File: src/rtl/play_scheduler.sv
// Sequences one song from the song ROM into timed note/gap intervals for the tone generator.
// Latency: start -> FETCH next cycle, ROM word one cycle later, note_valid from the third cycle.
// Backpressure: none downstream; pause freezes PLAY/GAP counts, stop aborts to IDLE.
module play_scheduler #(
  parameter int TICK_DIV = 1_000_000,
  parameter int GAP_CYC  = 100_000
) (
  input  logic       clk,
  input  logic       rst_n,
  input  logic [1:0] song_num,
  input  logic       start,
  input  logic       pause,
  input  logic       stop,
  output logic [7:0] rom_addr,
  input  logic [7:0] rom_data,
  output logic [4:0] note,
  output logic       note_valid,
  output logic       busy,
  output logic       done
);

  localparam int TW = (TICK_DIV > 1) ? $clog2(TICK_DIV) : 1;
  localparam int GW = (GAP_CYC > 1) ? $clog2(GAP_CYC) : 1;
  localparam logic [TW-1:0] TICK_LAST = TW'(TICK_DIV - 1);
  localparam logic [GW-1:0] GAP_LAST  = GW'(GAP_CYC - 1);

  typedef enum logic [2:0] {
    S_IDLE,
    S_FETCH,
    S_WAIT,
    S_PLAY,
    S_GAP,
    S_DONE
  } state_t;

  state_t        state;
  logic [1:0]    song_q;
  logic [5:0]    idx;
  logic [2:0]    dur_q;
  logic [2:0]    unit_cnt;
  logic [TW-1:0] tick_cnt;
  logic [GW-1:0] gap_cnt;

  // Address is always the latched song and current index; only FETCH makes it meaningful.
  assign rom_addr   = {song_q, idx};
  assign note_valid = (state == S_PLAY) && !pause;
  assign busy       = (state != S_IDLE);
  assign done       = (state == S_DONE);

  always_ff @(posedge clk or negedge rst_n) begin
    if (!rst_n) begin
      state    <= S_IDLE;
      song_q   <= '0;
      idx      <= '0;
      dur_q    <= '0;
      unit_cnt <= '0;
      tick_cnt <= '0;
      gap_cnt  <= '0;
      note     <= '0;
    end else if (stop) begin
      state    <= S_IDLE;
      unit_cnt <= '0;
      tick_cnt <= '0;
      gap_cnt  <= '0;
    end else begin
      case (state)
        S_IDLE: begin
          if (start) begin
            song_q <= song_num;
            idx    <= '0;
            state  <= S_FETCH;
          end
        end
        S_FETCH: state <= S_WAIT;
        S_WAIT: begin
          if (rom_data[4:0] == 5'h1F || rom_data[7:5] == 3'd0) begin
            state <= S_DONE;
          end else begin
            note     <= rom_data[4:0];
            dur_q    <= rom_data[7:5];
            tick_cnt <= '0;
            unit_cnt <= '0;
            state    <= S_PLAY;
          end
        end
        S_PLAY: begin
          if (!pause) begin
            if (tick_cnt == TICK_LAST) begin
              tick_cnt <= '0;
              if (unit_cnt == dur_q - 3'd1) begin
                gap_cnt <= '0;
                state   <= S_GAP;
              end else begin
                unit_cnt <= unit_cnt + 3'd1;
              end
            end else begin
              tick_cnt <= tick_cnt + 1'b1;
            end
          end
        end
        S_GAP: begin
          if (!pause) begin
            if (gap_cnt == GAP_LAST) begin
              // Index 63 is the last slot; it ends the song rather than wrapping.
              if (idx == 6'd63) begin
                state <= S_DONE;
              end else begin
                idx   <= idx + 6'd1;
                state <= S_FETCH;
              end
            end else begin
              gap_cnt <= gap_cnt + 1'b1;
            end
          end
        end
        S_DONE:  state <= S_IDLE;
        default: state <= S_IDLE;
      endcase
    end
  end

endmodule

File: config.mk
export PLATFORM = sky130hd
export DESIGN_NAME = play_scheduler
export DESIGN_NICKNAME = d
export VERILOG_FILES = /design/src/rtl/play_scheduler.sv
export SDC_FILE = /design/constraint.sdc
export NUM_CORES = 1
export LEC_CHECK = 0
export ABC_AREA = 1
export CORE_MARGIN = 2
export CORE_UTILIZATION = 50
export CTS_CLUSTER_SIZE = 10
export DETAILED_ROUTE_END_ITERATION = 12
export GPL_ROUTABILITY_DRIVEN = 1
export PLACE_DENSITY = 0.81
export SLEW_MARGIN = 20
export SYNTH_ARGS = -nofsm -noshare
export SYNTH_HDL_FRONTEND = slang
export SYNTH_SLANG_ARGS = --single-unit
File: constraint.sdc
create_clock -name clk -period 1.9 [get_ports clk]
set_input_delay 0.19 -clock clk [delete_from_list [all_inputs] [get_ports clk]]
set_output_delay 0.19 -clock clk [all_outputs]
set_load 0.05 [all_outputs]
# After elaboration in Yosys (flattened, before gate mapping)
# Index checks and enable logic that the tools add are counted.
# totals
register_bits,59
output_inout_bits,16
# op_classes
add_sub_neg,5
n_eq_ne,23
mux,33
bitwise,2
reduce_logical,16
# ops
op,n
17-bit 2-to-1 mux,6
20-bit 2-to-1 mux,4
3-bit 2-to-1 mux,14
20-bit one-hot mux with 2 select lines,1
17-bit one-hot mux with 2 select lines,1
6-bit 2-to-1 mux,4
"3-bit inequality test, second input constant",7
"20-bit by 1-bit adder with 20-bit output, second input constant",1
"20-bit == test, second input constant",1
6-bit AND reduction,3
"17-bit by 1-bit adder with 17-bit output, second input constant",1
"17-bit == test, second input constant",1
3-bit one-hot mux with 5 select lines,1
6-bit one-hot mux with 2 select lines,1
3-bit AND reduction,3
3-bit nonzero test,3
"2-bit inequality test, second input constant",4
"6-bit by 1-bit adder with 6-bit output, second input constant",1
"3-bit by 2-bit == test with 1-bit output, second input constant",2
"3-bit == test, second input constant",2
"6-bit == test, second input constant",1
3-bit logical NOT,2
"3-bit by 2-bit inequality test with 1-bit output, second input constant",2
3-bit one-hot mux with 2 select lines,1
11 further kinds,12

# Depth between registers and ports, before layout
# Gate-level depths: netlist of run 1.
# depth
ltp_word,7
mapped_depth,14

# Worst setup path after synthesis of run 1
# Ideal clock, no wire load.
# synth_timing
path_kind,reg2reg
start,register idx[0]
end,register idx[3]
setup_ns,0.123
arrival_ns,1.663
slack_ns,0.114
path_stages_with_launch,9
n_path_buf,0
synth_period_minus_slack_ns,1.786
cell_sequence,dfrtp_1 -> ha_1 -> nand3_1 -> nor3_1 -> nor2_2 -> nand2_1 -> inv_2 -> nand2_1 -> o21ai_1
# synth_between
elab_chain_cells,5
# synth_rtl
element,line,text
from (decl),38,logic [5:0] idx;
from (signal assigned),108,idx <= idx + 6'd1;
6-bit by 1-bit adder with 6-bit output,108,
6-bit 2-to-1 mux,105,if (idx == 6'd63) begin
6-bit 2-to-1 mux,103,if (gap_cnt == GAP_LAST) begin
6-bit 2-to-1 mux,102,if (!pause) begin
6-bit one-hot mux with 2 select lines,66,case (state)
# Parallel ways exist; a longest one is shown, timed or not. The select of a mux whose other input is x is not followed.
# A chain may end at the register's enable or synchronous reset.

# Worst setup path in the final report of run 1
# layout_timing
start,register idx[4]
end,output rom_addr[4]
# layout_lines
element,line,text
to (decl),14,"output logic [7:0] rom_addr,"
# No word-level cell between the ends.

==> results.toml, run 1 <==
[status]
status = "complete, no violations"

[timing]
finalSetupViolCount = 0
postLayoutSetupSlackWorst_ps = 97.9
slew_headroom_pct = 66.2
rsz0062_at_grt = "true"
fin_skew_ps = 8.38
hold_viol = 0
fmax_ghz = 0.555
worstMarginPinSlew_ps = 505
final.min_clock_period_ps = 1800
finalCritPeriodShare_pct = 94.8
drv_slew = 0

[clock_tree]
clk_path_buf_depth = 2
clock-sinks = 59
cts_tree = "done"
clk_latency_ps = 340
cts.clk_slew.worst_paths_ps = 70
cts_buffers = 9
cts_root_buf = "clkbuf_8"
htree_levels = 3

[route]
remaining_drc_errors = 0
drt_iter0_drc = 208
detail_route.wl_per_cell_um = 12.9
via_per_inst = 5.19
vias = 3658
dr.pass1.iters = 5
ant_nets = 0
wl_um = 9090

[power_and_ir_drop]
ir_drop_uv = 715
p_comb_share_pct = 41.0
p_leak_nw = 2.19
cellPowerDensity_nw_per_um2 = 944
swShare_pct = 40.4
p_seq_share_pct = 34.8
switchingPower_mw = 1.76
internal_power_mw = 2.59
pwr-share-clk_pct = 24.2

[global_route]
grt-ovfl-total = 0
grt_max_degree = 60
antenna_found_initial = 0
grt.total_usage_pct = 23.0
first_global_vias = 3588
grt_pass1_wl_um = 15900

[synthesis]
ys_seq_area_share_pct = 38.3
synthTopCellsByArea = "dfrtp_1 (38%), nand2_1 (15%), nor2_1 (8.2%), inv_1 (6.0%), nand3_1 (5.8%)"
synth_top_area_share_pct = 38.3
synth_flop_cell = "dfrtp_1"
synth_edf_count = 0
netlist_area_um2 = 3850
ys_ff_latch = 59
async_reset_ff_share_pct = 100
synth_common_cells = "nand2_1 (156), nor2_1 (84), inv_1 (62), dfrtp_1 (59), nand3_1 (45)"
yosys_warnings = 0
synth_top_area_cell = "dfrtp_1"
yosysMostFrequentCell = "nand2_1"
synth.avg_cell_area_um2 = 7.06
ys_types = 40
netlist_instances = 546
syn-num-nets = 566

[floorplanning]
num_rows = 32
start_util_pct = 50.6
die_w_um = 91.8
die_area_um2 = 8420
dieHeight_um = 91.8
coreArea_um2 = 7610
ios = 31

[placement]
place_ws_ps = 34.0
port_buffers = 30
hpwl_um = 6390
place.gp.congestion = 0.927
place_area_um2 = 4360

[flow_run]
maxCapViolations = 0

[setup_path]
crit_path_max_fanout = 5
r2r-end = "tick_cnt[5]"
endpoint_kind = "primary output"
arrival_ps = 1610
critPathRequiredTime_ps = 1710
path_delay_family = "buffers and inverters"
critPathKind = "reg2out"
r2r_start = "tick_cnt[1]"
path_cells = "clkdlybuf4s50_1"
cp_num_buf_inv = 1
r2r_slack_ps = 110
slowest_stage = "clkdlybuf4s50_1"
crit_path_max_incr_delay_ps = 830
reg2reg_depth = 8
worstSetupStartpointType = "flip-flop"

[cells_and_area]
antenna_cells = 0
drive_above_1_share_pct = 13.8
syn2layout_area_growth_pct = 19.6
finish.net_count = 618
stdcell_area_um2 = 4610

[min_path]
min_path_type = "in2async"
## cell families after synthesis
logic type / Yosys count / share of synthesized area [%]
xor+xnor: 8 / 1.82
fa+ha+maj: 5 / 1.62
flops: 59 / 38.3
mux: 6 / 1.72
buf+inv: 83 / 9.71
simple gates: 324 / 36.9
compound gates: 61 / 9.87
## worst min-delay path, cell delays in order
cell,delay [ps]
dlygate4sd3_1,520
buf_2,130
buf_12,290
## through the flow
stage | hold slack, ps | utilization [%] | cells | setup TNS (ps) | total power [mW]
final | 390 | 60.6 | 705 | 0 | 4.35
after global routing | 413 | 60.6 | 705 | -28.3 | 4.59
after global placement | 220 | 57.4 | 684 | 0 | 3.20
after detailed placement | 222 | 57.4 | 684 | 0 | 3.25
after floorplan | -106 | - | 546 | 0 | 2.71
after CTS | 388 | 59.9 | 701 | 0 | 4.32
## final cells by class
type                       count  area [µm²]
clock buffer                  12         155
clock inverter                 4        25.0
fill                         665        3000
inverter                      70         268
multi-input combinational    404        2020
sequential                    59        1480
tap                          102         128
timing repair buffer          54         533
## state kept, by name, summed over array words and instances (netlist names)
name	count
dur_q	3
state	3
tick_cnt	20
idx	6
gap_cnt	17
note	5
song_q	2
unit_cnt	3
## how the worst max path moves through the flow
stage | cells past startpoint | from | slack (ps) | endpoint
2_1_floorplan | 8 | idx[0] | 110 | idx[3]
3_3_place_gp | 7 | state[2] | 90 | gap_cnt[6]
3_5_place_dp | 9 | stop | 30 | tick_cnt[9]
4_1_cts | 10 | dur_q[0] | 70 | gap_cnt[1]
5_1_grt | 10 | dur_q[0] | -20 | gap_cnt[2]
6_report | 1 | idx[4] | 100 | rom_addr[4]
## power groups by stage
stage | Sequential (mW) | Combinational [mW] | Clock, mW
finish | 1.52 | 1.78 | 1.05
detailed placement | 1.54 | 1.71 | 0
CTS | 1.52 | 1.72 | 1.08
global route | 1.53 | 1.93 | 1.13
global placement | 1.53 | 1.67 | 0
floorplan | 1.77 | 0.939 | 0
## what timing repair did
| item | in CTS | in global routing |
|---|---|---|
| endpoints found under the hold margin | 59 | 0 |
| setup buffers | 0 | 4 |
| gates resized for setup | 0 | 11 |
| hold buffers | 1 | 0 |
| endpoints found under the setup margin | 0 | 34 |
## layer usage
metal | GRT usage, % | vias to the layer above | part of all wire [%]
met5 | 0 | - | 0
met4 | 7.09 | 0 | 1.4
met3 | 6.16 | 16 | 3.8
met2 | 39.8 | 82 | 50
met1 | 28.1 | 1721 | 44
li1 | - | 1839 | -
## cells in the final DEF (no fill, tap or decap), types with 6 or more instances in the layout
master / instances
a21oi_1: 11
inv_1: 62
nand4_1: 8
nor2_2: 6
nand2_1: 153
dfrtp_1: 58
nand2_2: 7
nand3_1: 44
o21bai_1: 18
nor3_1: 9
buf_4: 21
nor2_1: 81
inv_2: 6
clkdlybuf4s50_1: 26
clkbuf_8: 11
o21ai_1: 6
o21ai_0: 18
No activity file was read; power rests on OpenSTA's default activity.
==> run 2: changes to the inputs <==
Settings changed: CORE_MARGIN 2 to not set, PLACE_DENSITY 0.81 to 0.8.
==> run 2 against run 1 <==
Effect of this change:
- combinational power barely moved
- via count decreased by 1.4%
- clock-buffer cell count is 2 lower
- utilization is 1.9 points higher
- clock skew down 1.0 ps
- highest routed layer unchanged
==> results.toml, run 2 (synthesized netlist as in run 1, its figures left out) <==
[timing]
worstMarginPinSlew_ps = 506
drv_slew = 0
finalCritPeriodShare_pct = 94.3
finalSetupViolCount = 0
fmax_ghz = 0.558
postLayoutSetupSlackWorst_ps = 109
final.min_clock_period_ps = 1790
hold_viol = 0
slew_headroom_pct = 66.1
timing.hold.ws_ps = 391
fin_skew_ps = 7.38

[setup_path]
arrival_ps = 1600
crit_path_max_fanout = 6
crit_path_max_incr_delay_ps = 840
critPathKind = "reg2out"
worstSetupStartpointType = "flip-flop"
path_delay_family = "buffers and inverters"
cp_num_buf_inv = 1
r2r_slack_ps = 150
r2r-end = "tick_cnt[4]"
path_cells = "clkdlybuf4s50_1"
critPathRequiredTime_ps = 1710
r2r_start = "tick_cnt[1]"
reg2reg_depth = 8
slowest_stage = "clkdlybuf4s50_1"
cp.depth = 1
endpoint_kind = "primary output"

[cells_and_area]
final_common_cell = "nand2_1"
most-common-layout-cells = "nand2_1 (153), nor2_1 (83), inv_1 (61), dfrtp_1 (59), nand3_1 (45)"
largest_reg_flops = 20
stdcell_area_um2 = 4580
final_util_pct = 62.5
finish.net_count = 616
antenna_cells = 0
syn2layout_area_growth_pct = 18.8
register_area_um2 = 1480
max_flop_register = "tick_cnt"
top_regs = "tick_cnt: 20 flops, gap_cnt: 17 flops, idx: 6 flops"
drive_above_1_share_pct = 13.0
fillers = 659
multi_input_comb_area_um2 = 2020

[route]
detail_route.wl_per_cell_um = 12.2
remaining_drc_errors = 0
via_per_inst = 5.16
wl_um = 8530
ant_nets = 0
dr.pass1.iters = 4
drt_iter0_drc = 160
vias = 3606

[power_and_ir_drop]
ir_drop_uv = 503
p_leak_nw = 2.18
p_total_mw = 4.27
cellPowerDensity_nw_per_um2 = 934

[clock_tree]
cts_buffers = 9
htree_levels = 3
clk_latency_ps = 350
cts.clk_slew.worst_paths_ps = 70
cts_root_buf = "clkbuf_8"
cts_tree = "done"
clock-sinks = 59
clk_path_buf_depth = 2

[placement]
place_area_um2 = 4370
place.gp.congestion = 0.897
hpwl_um = 6130
port_buffers = 30
place_ws_ps = 41.3

[floorplanning]
num_rows = 31
die_area_um2 = 8060
die_w_um = 89.8
coreArea_um2 = 7330
start_util_pct = 52.6
ios = 31
dieHeight_um = 89.8

[global_route]
grt-ovfl-total = 0
grt_max_degree = 60
first_global_vias = 3468
grt.total_usage_pct = 22.6
antenna_found_initial = 0
grt_pass1_wl_um = 15000

[status]
status = "complete, no violations"

[flow_run]
maxCapViolations = 0

[min_path]
min_path_type = "in2async"
run 2: final cells by class:
class	count	share of cell area [%]
multi-input combinational	404	44.1
sequential	59	32.2
timing repair buffer	52	11.5
inverter	70	5.85
clock buffer	10	3.01
tap	99	2.71
clock inverter	5	0.656
run 2: how the worst max path moves through the flow:
stage / start / end / slack, ps
2_1_floorplan: idx[0] / idx[3] / 110
3_3_place_gp: stop / gap_cnt[15] / 70
3_5_place_dp: stop / gap_cnt[16] / 40
4_1_cts: dur_q[0] / gap_cnt[16] / 30
5_1_grt: tick_cnt[1] / tick_cnt[16] / -8
6_report: idx[2] / rom_addr[2] / 110
run 2: routing by layer:
metal / vias up / track usage, % / wire [µm]
met5: - / 0 / 0
li1: 1834 / - / -
met3: 11 / 5.50 / 345
met2: 88 / 37.7 / 4190
met4: 0 / 7.92 / 105
met1: 1673 / 28.7 / 3900
run 2: per-stage QoR:
stage | TNS, ps | cells
floorplan | 0 | 546
global placement | 0 | 682
detailed placement | 0 | 682
CTS | 0 | 698
global route | -12.6 | 699
finish | 0 | 699
run 2: repair_timing:
item	CTS	global route
hold buffers	1	0
buffers inserted	0	1
endpoints found under the hold margin	59	0
resized for setup	0	10
setup endpoints to repair	0	26
run 2: power breakdown:
| part | switching (mW) | internal (mW) |
|---|---|---|
| Combinational | 1.11 | 0.650 |
| Clock | 0.512 | 0.493 |
| Sequential | 0.119 | 1.39 |
| Total | 1.74 | 2.54 |
==> run 3: changes to the inputs <==
Settings changed: CTS_CLUSTER_DIAMETER set to 40, SLEW_MARGIN 20 to not set.
==> results of run 3 <==
Same layout as run 2: the final DEF is identical, and so are final timing and power.
